--- src/rtl/isa.sv ---
// isa.sv
// RV32I ALU select and operation codes shared by decode, the ALU and the
// execute-stage sequencer. Text include only; it declares no module.
// Select codes are 3 bits wide and operation codes are 8 bits wide.
`ifndef ISA_SV
`define ISA_SV

`define ALU_SELECT_NOP         3'd0
`define ALU_SELECT_ARITHMETIC  3'd1
`define ALU_SELECT_LOAD        3'd2
`define ALU_SELECT_STORE       3'd3
`define ALU_SELECT_BRANCH      3'd4

`define ALU_OPERATIONS_NOP     8'h00
`define ALU_OPERATIONS_ADD     8'h01
`define ALU_OPERATIONS_SUB     8'h02
`define ALU_OPERATIONS_SLL     8'h03
`define ALU_OPERATIONS_SLT     8'h04
`define ALU_OPERATIONS_SLTU    8'h05
`define ALU_OPERATIONS_XOR     8'h06
`define ALU_OPERATIONS_SRL     8'h07
`define ALU_OPERATIONS_SRA     8'h08
`define ALU_OPERATIONS_OR      8'h09
`define ALU_OPERATIONS_AND     8'h0A
`define ALU_OPERATIONS_ADDI    8'h11
`define ALU_OPERATIONS_SLTI    8'h12
`define ALU_OPERATIONS_SLTIU   8'h13
`define ALU_OPERATIONS_XORI    8'h14
`define ALU_OPERATIONS_ORI     8'h15
`define ALU_OPERATIONS_ANDI    8'h16
`define ALU_OPERATIONS_SLLI    8'h17
`define ALU_OPERATIONS_SRLI    8'h18
`define ALU_OPERATIONS_SRAI    8'h19
`define ALU_OPERATIONS_LUI     8'h1A

`endif

--- src/rtl/alu_exec_pkg.sv ---
// alu_exec_pkg
// Shared types and helpers for the ALU execute-stage sequencer.
// - exec_state_t : sequencer states (idle, execute, writeback)
// - alu_instr_t  : instruction fields latched at issue
// - does_write() : whether an instruction produces a register-file write
// ISA codes are taken from isa.sv and re-exported as typed localparams so
// the sequencer and its users need no macro references.
package alu_exec_pkg;

`include "isa.sv"

    localparam int unsigned AluXlen    = 32;
    localparam int unsigned AluRegIdxW = 5;

    localparam logic [2:0] AluSelNop   = `ALU_SELECT_NOP;
    localparam logic [2:0] AluSelArith = `ALU_SELECT_ARITHMETIC;
    localparam logic [2:0] AluSelLoad  = `ALU_SELECT_LOAD;

    localparam logic [7:0] AluOpNop   = `ALU_OPERATIONS_NOP;
    localparam logic [7:0] AluOpAdd   = `ALU_OPERATIONS_ADD;
    localparam logic [7:0] AluOpSub   = `ALU_OPERATIONS_SUB;
    localparam logic [7:0] AluOpSll   = `ALU_OPERATIONS_SLL;
    localparam logic [7:0] AluOpSlt   = `ALU_OPERATIONS_SLT;
    localparam logic [7:0] AluOpSltu  = `ALU_OPERATIONS_SLTU;
    localparam logic [7:0] AluOpXor   = `ALU_OPERATIONS_XOR;
    localparam logic [7:0] AluOpSrl   = `ALU_OPERATIONS_SRL;
    localparam logic [7:0] AluOpSra   = `ALU_OPERATIONS_SRA;
    localparam logic [7:0] AluOpOr    = `ALU_OPERATIONS_OR;
    localparam logic [7:0] AluOpAnd   = `ALU_OPERATIONS_AND;
    localparam logic [7:0] AluOpAddi  = `ALU_OPERATIONS_ADDI;
    localparam logic [7:0] AluOpSlti  = `ALU_OPERATIONS_SLTI;
    localparam logic [7:0] AluOpSltiu = `ALU_OPERATIONS_SLTIU;
    localparam logic [7:0] AluOpXori  = `ALU_OPERATIONS_XORI;
    localparam logic [7:0] AluOpOri   = `ALU_OPERATIONS_ORI;
    localparam logic [7:0] AluOpAndi  = `ALU_OPERATIONS_ANDI;
    localparam logic [7:0] AluOpSlli  = `ALU_OPERATIONS_SLLI;
    localparam logic [7:0] AluOpSrli  = `ALU_OPERATIONS_SRLI;
    localparam logic [7:0] AluOpSrai  = `ALU_OPERATIONS_SRAI;
    localparam logic [7:0] AluOpLui   = `ALU_OPERATIONS_LUI;

    typedef enum logic [1:0] {
        StIdle,
        StExec,
        StWb
    } exec_state_t;

    typedef struct packed {
        logic [2:0]            select;
        logic [7:0]            operation;
        logic [AluRegIdxW-1:0] rd;
        logic [AluXlen-1:0]    s1;
        logic [AluXlen-1:0]    s2;
        logic [AluXlen-1:0]    imm;
    } alu_instr_t;

    // Register-register and register-immediate codes the ALU implements.
    function automatic logic is_write_op(input logic [7:0] op);
        return op inside {AluOpAdd, AluOpSub, AluOpSll, AluOpSlt, AluOpSltu,
                          AluOpXor, AluOpSrl, AluOpSra, AluOpOr, AluOpAnd,
                          AluOpAddi, AluOpSlti, AluOpSltiu, AluOpXori, AluOpOri,
                          AluOpAndi, AluOpSlli, AluOpSrli, AluOpSrai, AluOpLui};
    endfunction

    // Only arithmetic instructions with a real destination reach writeback.
    function automatic logic does_write(input logic [2:0]            sel,
                                        input logic [7:0]            op,
                                        input logic [AluRegIdxW-1:0] rd);
        return (sel == AluSelArith) && (rd != '0) && is_write_op(op);
    endfunction

endpackage

--- src/rtl/alu_exec_bypass.sv ---
// alu_exec_bypass
// Per-operand forwarding mux: substitutes the value sitting on the
// writeback port for a register-file read of the same register.
// Ports:
// - fwd_en  : forwarding allowed this cycle (producer in writeback)
// - src_idx : source register index of the issuing instruction
// - src_val : value read from the register file
// - wb_rd   : destination index currently on the writeback port
// - wb_data : value currently on the writeback port
// - op_val  : operand to latch
module alu_exec_bypass
    import alu_exec_pkg::*;
#(
    parameter int unsigned XLEN      = AluXlen,
    parameter int unsigned REG_IDX_W = AluRegIdxW
) (
    input  logic                 fwd_en,
    input  logic [REG_IDX_W-1:0] src_idx,
    input  logic [XLEN-1:0]      src_val,
    input  logic [REG_IDX_W-1:0] wb_rd,
    input  logic [XLEN-1:0]      wb_data,
    output logic [XLEN-1:0]      op_val
);

    // x0 is never forwarded; it always reads as zero from the register file.
    always_comb begin
        op_val = src_val;
        if (fwd_en && (wb_rd != '0) && (src_idx == wb_rd)) begin
            op_val = wb_data;
        end
    end

endmodule

--- src/rtl/alu_exec_ctrl.sv ---
// alu_exec_ctrl
// Execute-stage sequencer for the RV32I combinational ALU. Takes one decoded
// ALU instruction over a valid/ready issue port, holds its operands on the
// alu_* outputs for one cycle, captures the ALU result and offers it to the
// register file over a valid/ready writeback port.
// Ports:
// - clk, rst            : clock, synchronous active-high reset
// - flush               : drop the in-flight instruction (highest priority)
// - issue_*             : issue handshake and decoded instruction fields
// - alu_*               : drive/receive the external ALU
// - wb_valid/ready/rd/data : writeback handshake to the register file
// - pending_valid/rd    : destination of the in-flight writing instruction
// Configuration: define ALU_EXEC_BYPASS_EN to forward the writeback value to
// an instruction issued in the same cycle the writeback completes.
// XLEN and REG_IDX_W must match AluXlen and AluRegIdxW in alu_exec_pkg.
module alu_exec_ctrl
    import alu_exec_pkg::*;
#(
    parameter int unsigned XLEN      = AluXlen,
    parameter int unsigned REG_IDX_W = AluRegIdxW
) (
    input  logic                 clk,
    input  logic                 rst,
    input  logic                 flush,

    input  logic                 issue_valid,
    output logic                 issue_ready,
    input  logic [2:0]           issue_alu_select,
    input  logic [7:0]           issue_alu_operation,
    input  logic [REG_IDX_W-1:0] issue_rd,
    input  logic [REG_IDX_W-1:0] issue_rs1_idx,
    input  logic [REG_IDX_W-1:0] issue_rs2_idx,
    input  logic [XLEN-1:0]      issue_rs1_val,
    input  logic [XLEN-1:0]      issue_rs2_val,
    input  logic [XLEN-1:0]      issue_imm,

    output logic [2:0]           alu_select,
    output logic [7:0]           alu_operation,
    output logic [XLEN-1:0]      alu_reg_s1,
    output logic [XLEN-1:0]      alu_reg_s2,
    output logic [XLEN-1:0]      alu_imm_value,
    input  logic [XLEN-1:0]      alu_reg_destination,

    output logic                 wb_valid,
    input  logic                 wb_ready,
    output logic [REG_IDX_W-1:0] wb_rd,
    output logic [XLEN-1:0]      wb_data,

    output logic                 pending_valid,
    output logic [REG_IDX_W-1:0] pending_rd
);

    exec_state_t     state;
    alu_instr_t      instr_q;
    alu_instr_t      issue_instr;
    logic            issue_fire;
    logic            issue_writes;
    logic [XLEN-1:0] op1_val;
    logic [XLEN-1:0] op2_val;

    // Ready only when the stage is empty or the writeback drains this cycle.
    always_comb begin
        issue_ready = 1'b0;
        if (!flush) begin
            case (state)
                StIdle:  issue_ready = 1'b1;
                StWb:    issue_ready = wb_ready;
                default: issue_ready = 1'b0;
            endcase
        end
    end

    assign issue_fire = issue_valid && issue_ready;

`ifdef ALU_EXEC_BYPASS_EN
    // A fire in StWb implies wb_ready=1, so the producer retires this cycle.
    logic fwd_en;
    assign fwd_en = (state == StWb);

    alu_exec_bypass #(
        .XLEN      (XLEN),
        .REG_IDX_W (REG_IDX_W)
    ) u_bypass_rs1 (
        .fwd_en  (fwd_en),
        .src_idx (issue_rs1_idx),
        .src_val (issue_rs1_val),
        .wb_rd   (wb_rd),
        .wb_data (wb_data),
        .op_val  (op1_val)
    );

    alu_exec_bypass #(
        .XLEN      (XLEN),
        .REG_IDX_W (REG_IDX_W)
    ) u_bypass_rs2 (
        .fwd_en  (fwd_en),
        .src_idx (issue_rs2_idx),
        .src_val (issue_rs2_val),
        .wb_rd   (wb_rd),
        .wb_data (wb_data),
        .op_val  (op2_val)
    );
`else
    assign op1_val = issue_rs1_val;
    assign op2_val = issue_rs2_val;

    // Source indices only matter for forwarding.
    logic unused_src_idx;
    assign unused_src_idx = ^{issue_rs1_idx, issue_rs2_idx};
`endif

    always_comb begin
        issue_instr           = '0;
        issue_instr.select    = issue_alu_select;
        issue_instr.operation = issue_alu_operation;
        issue_instr.rd        = issue_rd;
        issue_instr.s1        = op1_val;
        issue_instr.s2        = op2_val;
        issue_instr.imm       = issue_imm;
    end

    assign issue_writes = does_write(issue_alu_select, issue_alu_operation, issue_rd);

    assign alu_reg_s1    = instr_q.s1;
    assign alu_reg_s2    = instr_q.s2;
    assign alu_imm_value = instr_q.imm;
    assign pending_rd    = instr_q.rd;

    always_ff @(posedge clk) begin
        if (rst) begin
            state         <= StIdle;
            instr_q       <= '0;
            alu_select    <= AluSelNop;
            alu_operation <= AluOpNop;
            wb_valid      <= 1'b0;
            wb_rd         <= '0;
            wb_data       <= '0;
            pending_valid <= 1'b0;
        end else if (flush) begin
            // wb_rd/wb_data keep their values; wb_valid=0 marks them stale.
            state         <= StIdle;
            alu_select    <= AluSelNop;
            alu_operation <= AluOpNop;
            wb_valid      <= 1'b0;
            pending_valid <= 1'b0;
        end else begin
            case (state)
                StIdle: begin
                    if (issue_fire) begin
                        state         <= StExec;
                        instr_q       <= issue_instr;
                        alu_select    <= issue_alu_select;
                        alu_operation <= issue_alu_operation;
                        pending_valid <= issue_writes;
                    end
                end
                StExec: begin
                    alu_select    <= AluSelNop;
                    alu_operation <= AluOpNop;
                    if (does_write(instr_q.select, instr_q.operation, instr_q.rd)) begin
                        state    <= StWb;
                        wb_valid <= 1'b1;
                        wb_rd    <= instr_q.rd;
                        wb_data  <= alu_reg_destination;
                    end else begin
                        // rd==x0, non-arithmetic or undefined: result discarded.
                        state         <= StIdle;
                        pending_valid <= 1'b0;
                    end
                end
                StWb: begin
                    if (wb_ready) begin
                        wb_valid <= 1'b0;
                        if (issue_fire) begin
                            state         <= StExec;
                            instr_q       <= issue_instr;
                            alu_select    <= issue_alu_select;
                            alu_operation <= issue_alu_operation;
                            pending_valid <= issue_writes;
                        end else begin
                            state         <= StIdle;
                            pending_valid <= 1'b0;
                        end
                    end
                end
                default: begin
                    state <= StIdle;
                end
            endcase
        end
    end

endmodule
--- config.mk ---
export PLATFORM = sky130hd
export DESIGN_NAME = alu_exec_ctrl
export DESIGN_NICKNAME = d
export VERILOG_FILES = /design/src/rtl/alu_exec_pkg.sv /design/src/rtl/alu_exec_bypass.sv /design/src/rtl/alu_exec_ctrl.sv
export VERILOG_INCLUDE_DIRS = /design/src /design/src/rtl
export SDC_FILE = /design/constraint.sdc
export NUM_CORES = 1
export LEC_CHECK = 0
export CAP_MARGIN = 15
export CELL_PAD_IN_SITES_DETAIL_PLACEMENT = 0
export CELL_PAD_IN_SITES_GLOBAL_PLACEMENT = 1
export CORE_ASPECT_RATIO = 0.6
export CORE_UTILIZATION = 30
export DETAILED_ROUTE_END_ITERATION = 7
export PLACE_DENSITY_LB_ADDON = 0.1
export SYNTH_ARGS = -nofsm -noshare
export SYNTH_HDL_FRONTEND = slang
export SYNTH_SLANG_ARGS = --single-unit
--- constraint.sdc ---
create_clock -name clk -period 2.5 [get_ports clk]
set_input_delay 0.5 -clock clk [delete_from_list [all_inputs] [get_ports clk]]
set_output_delay 0.5 -clock clk [all_outputs]
set_load 0.01 [all_outputs]
Yosys cells after proc, flatten, opt, wreduce, memory -nomap -nowiden
Index checks and enable logic that the tools add are counted.

$add $sub $neg: 0. $mul: 0. Divide/modulo/power cells: 0. Magnitude comparators: 0. Equality and inequality tests: 48. Shift-type cells: 0. Multiplexer cells: 24. Bitwise operators: 1. Reductions and logical operators: 20.

Operators by type and width (count): $mux 112 (2); $pmux 112 s2 (1); $eq 8x5->1 const B (20); $eq 8x3->1 const B (8); $eq 8x4->1 const B (6); $reduce_bool 20->1 (2); $eq 8x2->1 const B (4); $pmux 8 s3 (1); $eq 8x1->1 const B (2); $mux 8 (2); $reduce_bool 5->1 (2); $pmux 3 s3 (1); $reduce_and 3->1 (3); $mux 1 (8); $ne 2x2->1 const B (4); $eq 3x1->1 const B (2); $mux 2 (3); $mux 3 (2); $pmux 2 s3 (1); $logic_and 1x1->1 (5); $pmux 1 s2 (2); $reduce_and 2->1 (2); $reduce_and 4->1 (1); $reduce_bool 2->1 (2); other kinds (7) (7).

Register bits after elaboration: 164. Latch bits: 0. RAM bits: 0. ROM bits: 0. Input port bits: 159. Memories: 0.

Longest topological paths before layout
Gate-level depths: netlist (run 1).

Depth after elaboration: 7. Gate-level depth with buffers: 9. Gate-level depth less buffers: 6.

Worst setup path before layout (run 1)
Ideal clock, no wire load.

Path kind: register -> register. Start point: register state[0]. End point: register instr_q (netlist bit alu_reg_s1[0]). Data arrival time: 1.804 ns. Required time: 2.430 ns. Path slack: 0.626 ns. Stages on the path, launching flop included: 9. Buffers on the path: 2. Period minus slack after synthesis: 1.874 ns. Cells stage by stage: dfxtp_1 -> inv_1 -> ha_1 -> and2_1 -> o21ai_1 -> buf_2 -> clkbuf_1 -> nand2_1 -> a21oi_1.

Longest elaborated chain between the ends: 7. Elaborated cells on any way between the ends: 11.

Ends and longest elaborated chain: from (decl) (line alu_exec_ctrl.sv:53) `exec_state_t state;`; from (signal assigned) (line alu_exec_ctrl.sv:131) `state <= StIdle;`; from (signal assigned) (line alu_exec_ctrl.sv:141) `state <= StIdle;`; from (signal assigned) (line alu_exec_ctrl.sv:150) `state <= StExec;`; $eq 2x2->1 or $logic_not 2->1 (tied branches) (line alu_exec_ctrl.sv:65, alu_exec_ctrl.sv:147); $pmux 1 s2 (line alu_exec_ctrl.sv:65) `case (state)`; $mux 1 (line alu_exec_ctrl.sv:64) `if (!flush) begin`; $logic_and 1x1->1 (line alu_exec_ctrl.sv:73) `assign issue_fire = issue_valid && issue_ready;`; $mux 112 (2 in a row); $pmux 112 s2 (line alu_exec_ctrl.sv:147) `case (state)`; to (signal assigned) (line alu_exec_ctrl.sv:151) `instr_q <= issue_instr;`; to (signal assigned) (line alu_exec_ctrl.sv:176) `instr_q <= issue_instr;`; to (decl) (line alu_exec_ctrl.sv:54) `alu_instr_t instr_q;`.

Several ways; a longest one is shown, not always the timed one. The select of a mux whose other input is x is not followed. A chain may end at the register's enable or synchronous reset.

Worst setup path after layout (run 1)
Start point: register state[0]. End point: output port issue_ready.

Longest elaborated chain between the ends: 3. Elaborated cells on any way between the ends: 4.

Ends and longest elaborated chain: $eq 2x2->1 or $logic_not 2->1 (tied branches) (line alu_exec_ctrl.sv:65); $pmux 1 s2 * (line alu_exec_ctrl.sv:65); $mux 1 * (line alu_exec_ctrl.sv:64); to (decl) (line alu_exec_ctrl.sv:27) `output logic issue_ready,`.

Mark *: on every way between the ends. The rest lies on a longest branch, timed or not.

==> results.py, run 1 <==
metrics = {
    "placed_design": {
        "globalplace.congestion": 0.753,
        "dp_hpwl_um": 15000,
        "port_buffers": 300,
        "post_dp_cell_area_um2": 9780,
    },
    "worst_setup_path": {
        "worstPathArrival_ns": 1.86,
        "crit_required_ns": 2.00,
        "cp_max_fo": 6,
        "worstRegToRegCells": 8,
        "cp-end-kind": "output port",
        "crit_type": "flop to output port",
        "path_buf_inv": 2,
        "cp_slowest_cell": "clkdlybuf4s50_1",
        "r2r_slack_ns": 0.44,
        "regToRegEndpoint": "alu_imm_value[6]$_SDFFE_PP0P_",
        "critPathMaxStageDelay_ns": 0.49,
        "reg2reg_from": "state[0]$_SDFFE_PP0P_",
        "cp_cell_sequence": "inv_1 > ha_1 > a21oi_2 > nor2_1 > clkdlybuf4s50_1",
        "cp-start-kind": "flop",
        "cp_top_family": "buffers and inverters",
    },
    "cells_and_area": {
        "synthToLayoutAreaGrowth_pct": 45.7,
        "n_fill_cell": 2356,
        "multi_input_area_um2": 2800,
        "design_area_um2": 10400,
        "nNetsFinal": 1207,
        "post-route-util_pct": 44.7,
        "final_cell_mix": "298 x clkdlybuf4s50_1, 224 x nand2_1, 162 x dfxtp_1, 160 x a21oi_1, 43 x nand4b_1",
        "ff_latch_area_um2": 3260,
        "layout_commonest_cell": "clkdlybuf4s50_1",
        "drive_above_1_share_pct": 7.00,
        "diodes": 0,
    },
    "cts": {
        "clkTransAtPathRegs_ns": 0.07,
        "cts_buffers": 17,
        "clock_latency_ns": 0.43,
        "ctsHoldBuffers": 0,
        "clk_path_buf_depth": 2,
        "cts_sinks": 163,
        "cts-root-buf": "clkbuf_16",
        "cts.htree.levels": 4,
        "cts_tree": "yes",
    },
    "timing": {
        "fin_crit_ns": 2.36,
        "timing.hold.ws_ns": 0.453,
        "fmax_mhz": 423,
        "finalSetupTns_ns": 0,
        "skew_ns": 0.00621,
        "tightest_slew_ns": 0.713,
        "slew_viol_final": 0,
        "setup-violations-final": 0,
        "slew_headroom_pct": 52.5,
        "finalHoldViolCount": 0,
        "finalCritPeriodShare_pct": 94.5,
        "rsz0062_at_grt": "false",
    },
    "power": {
        "p_leak_nw": 3.54,
        "irDropWorstVdd_mv": 0.457,
        "powerDensity_nw_per_um2": 612,
    },
    "worst_hold_path": {
        "hp-class": "flop to flop",
        "min_to": "alu_reg_s1[10]$_SDFFE_PP0P_",
        "min_from": "alu_reg_s1[10]$_SDFFE_PP0P_",
        "min_path_cells": 2,
    },
    "route": {
        "drt-total-wl_um": 22100,
        "viasPerCell": 4.58,
        "via_count": 6280,
        "drc_errors": 0,
        "drt_iter0_drc": 308,
        "first_pass_iters": 6,
        "wl_per_cell_um": 16.1,
        "ant_nets": 0,
    },
    "die": {
        "floorplan.rows": 43,
        "ioPinCount": 311,
        "die_x_um": 201,
        "fp.dieArea_um2": 24400,
        "initial_core_util_pct": 30.7,
        "core_area_um2": 23200,
        "die_h_um": 121,
    },
    "global_routing": {
        "grt_pass1_vias": 5900,
        "grt_max_degree": 66,
        "antenna_found_initial": 1,
        "grt.total_usage_pct": 17.7,
        "gr-total-overflow": 0,
        "grt_pass1_wl_um": 33700,
    },
    "synthesis": {
        "synthArstFlopShare_pct": 0,
        "ys.flop_type": "dfxtp_1",
        "synthTopCellsByArea": "dfxtp_1 46%, nand2_1 12%, a21oi_1 11%, buf_4 11%, nand4b_1 5.3%",
        "ys_warn_count": 0,
        "ys_types": 42,
        "synth_area_um2": 7140,
        "ys_seq_area_share_pct": 45.7,
        "yosys.area.top_type": "dfxtp_1",
        "synth-edff-count": 0,
        "syn_nets": 1031,
        "synth.avg_cell_area_um2": 8.22,
        "synthCells": 868,
        "netlist.area_leader.share_pct": 45.7,
        "ys_seq_elements": 163,
    },
    "run_status": {
        "status": "completed",
    },
    "job": {
        "drv_cap": 0,
    },
}
==> through the flow <==
step	worst slack (ns)	power, W	cells
after floorplan	0.626	0.00324	868
after global placement	0.157	0.00367	1339
after detailed placement	0.161	0.00367	1339
after CTS	0.0401	0.00646	1371
after global routing	0.0276	0.00664	1372
final	0.138	0.00636	1372
==> worst reg2reg max path: cells and delay by family (launching register included) <==
kind                     cells  cell delay [ns]
buffers and inverters        3             0.51
AO/OA/AOI/OAI                2             0.51
AND/OR/NAND/NOR              2             0.35
flip-flops                   1             0.39
adder cells (fa/ha/maj)      1             0.23
==> worst max path at each step <==
stage	depth (start not counted)	from	endpoint
after CTS	5	state[0]$_SDFFE_PP0P_	issue_ready
after global routing	5	state[0]$_SDFFE_PP0P_	issue_ready
final	5	state[0]$_SDFFE_PP0P_	issue_ready
after detailed placement	4	wb_ready	issue_ready
after global placement	4	wb_ready	issue_ready
after floorplan	8	state[0]$_SDFFE_PP0P_	alu_reg_s1[0]$_SDFFE_PP0P_
==> state kept, by name, summed over array words and instances, names as in the netlist <==
name / cells
alu_imm_value: 32
alu_operation: 8
alu_reg_s1: 32
alu_reg_s2: 32
alu_select: 3
instr_q: 10
pending_rd: 5
pending_valid: 1
state: 2
wb_data: 32
wb_rd: 5
wb_valid: 1
==> routing by layer <==
metal | vias up | GRT usage [%] | wire length, um
li1 | 3198 | - | -
met1 | 2881 | 24.6 | 11000
met2 | 178 | 25.9 | 9420
met3 | 21 | 5.88 | 1420
met4 | 2 | 4.39 | 244
met5 | - | 0 | 10
==> final cells by class <==
type | instances | share of cell area [%]
inverter | 6 | 0.217
multi-input combinational | 528 | 27.0
tap | 315 | 3.79
clock buffer | 17 | 4.09
timing repair buffer | 328 | 31.8
sequential | 163 | 31.4
clock inverter | 15 | 1.77
==> logic make-up after synthesis <==
| group | count (synthesis) | synth area share [%] |
|---|---|---|
| DFF | 163 | 45.7 |
| buffers and inverters | 177 | 15.3 |
| AOI/OAI and AO/OA | 218 | 17.4 |
| and+or+nand+nor | 301 | 20.1 |
| adders and majority gates | 4 | 0.701 |
| muxes | 5 | 0.701 |
==> report_power, final <==
group	internal, W	switching (W)
Clock	0.00158	0.00117
Combinational	0.000471	0.000403
Sequential	0.00269	0.0000478
==> Yosys cell counts, types with 2 or more instances <==
| cell type | count |
|---|---|
| a21oi_1 | 161 |
| buf_1 | 3 |
| buf_2 | 21 |
| buf_4 | 101 |
| buf_6 | 3 |
| clkbuf_1 | 43 |
| dfxtp_1 | 163 |
| ha_1 | 4 |
| inv_1 | 6 |
| mux2i_1 | 5 |
| nand2_1 | 224 |
| nand2b_1 | 10 |
| nand4b_1 | 43 |
| nor2_1 | 4 |
| nor2b_1 | 4 |
| nor3_1 | 2 |
| o21ai_0 | 11 |
| o31ai_1 | 33 |
| or3_1 | 2 |
| or4_1 | 3 |
==> repair_timing <==
item	in CTS	in global routing
gates resized for setup	2	0
hold endpoints to repair	0	0
setup endpoints to repair	1	1
setup buffers	0	1
Power figures use the tool's default switching activity.
==> run 2, diff against run 1 <==
- CTS_CLUSTER_SIZE: not set -> 14
==> results of run 2 <==
The final DEF is identical to that of run 1; final timing and power are the same.
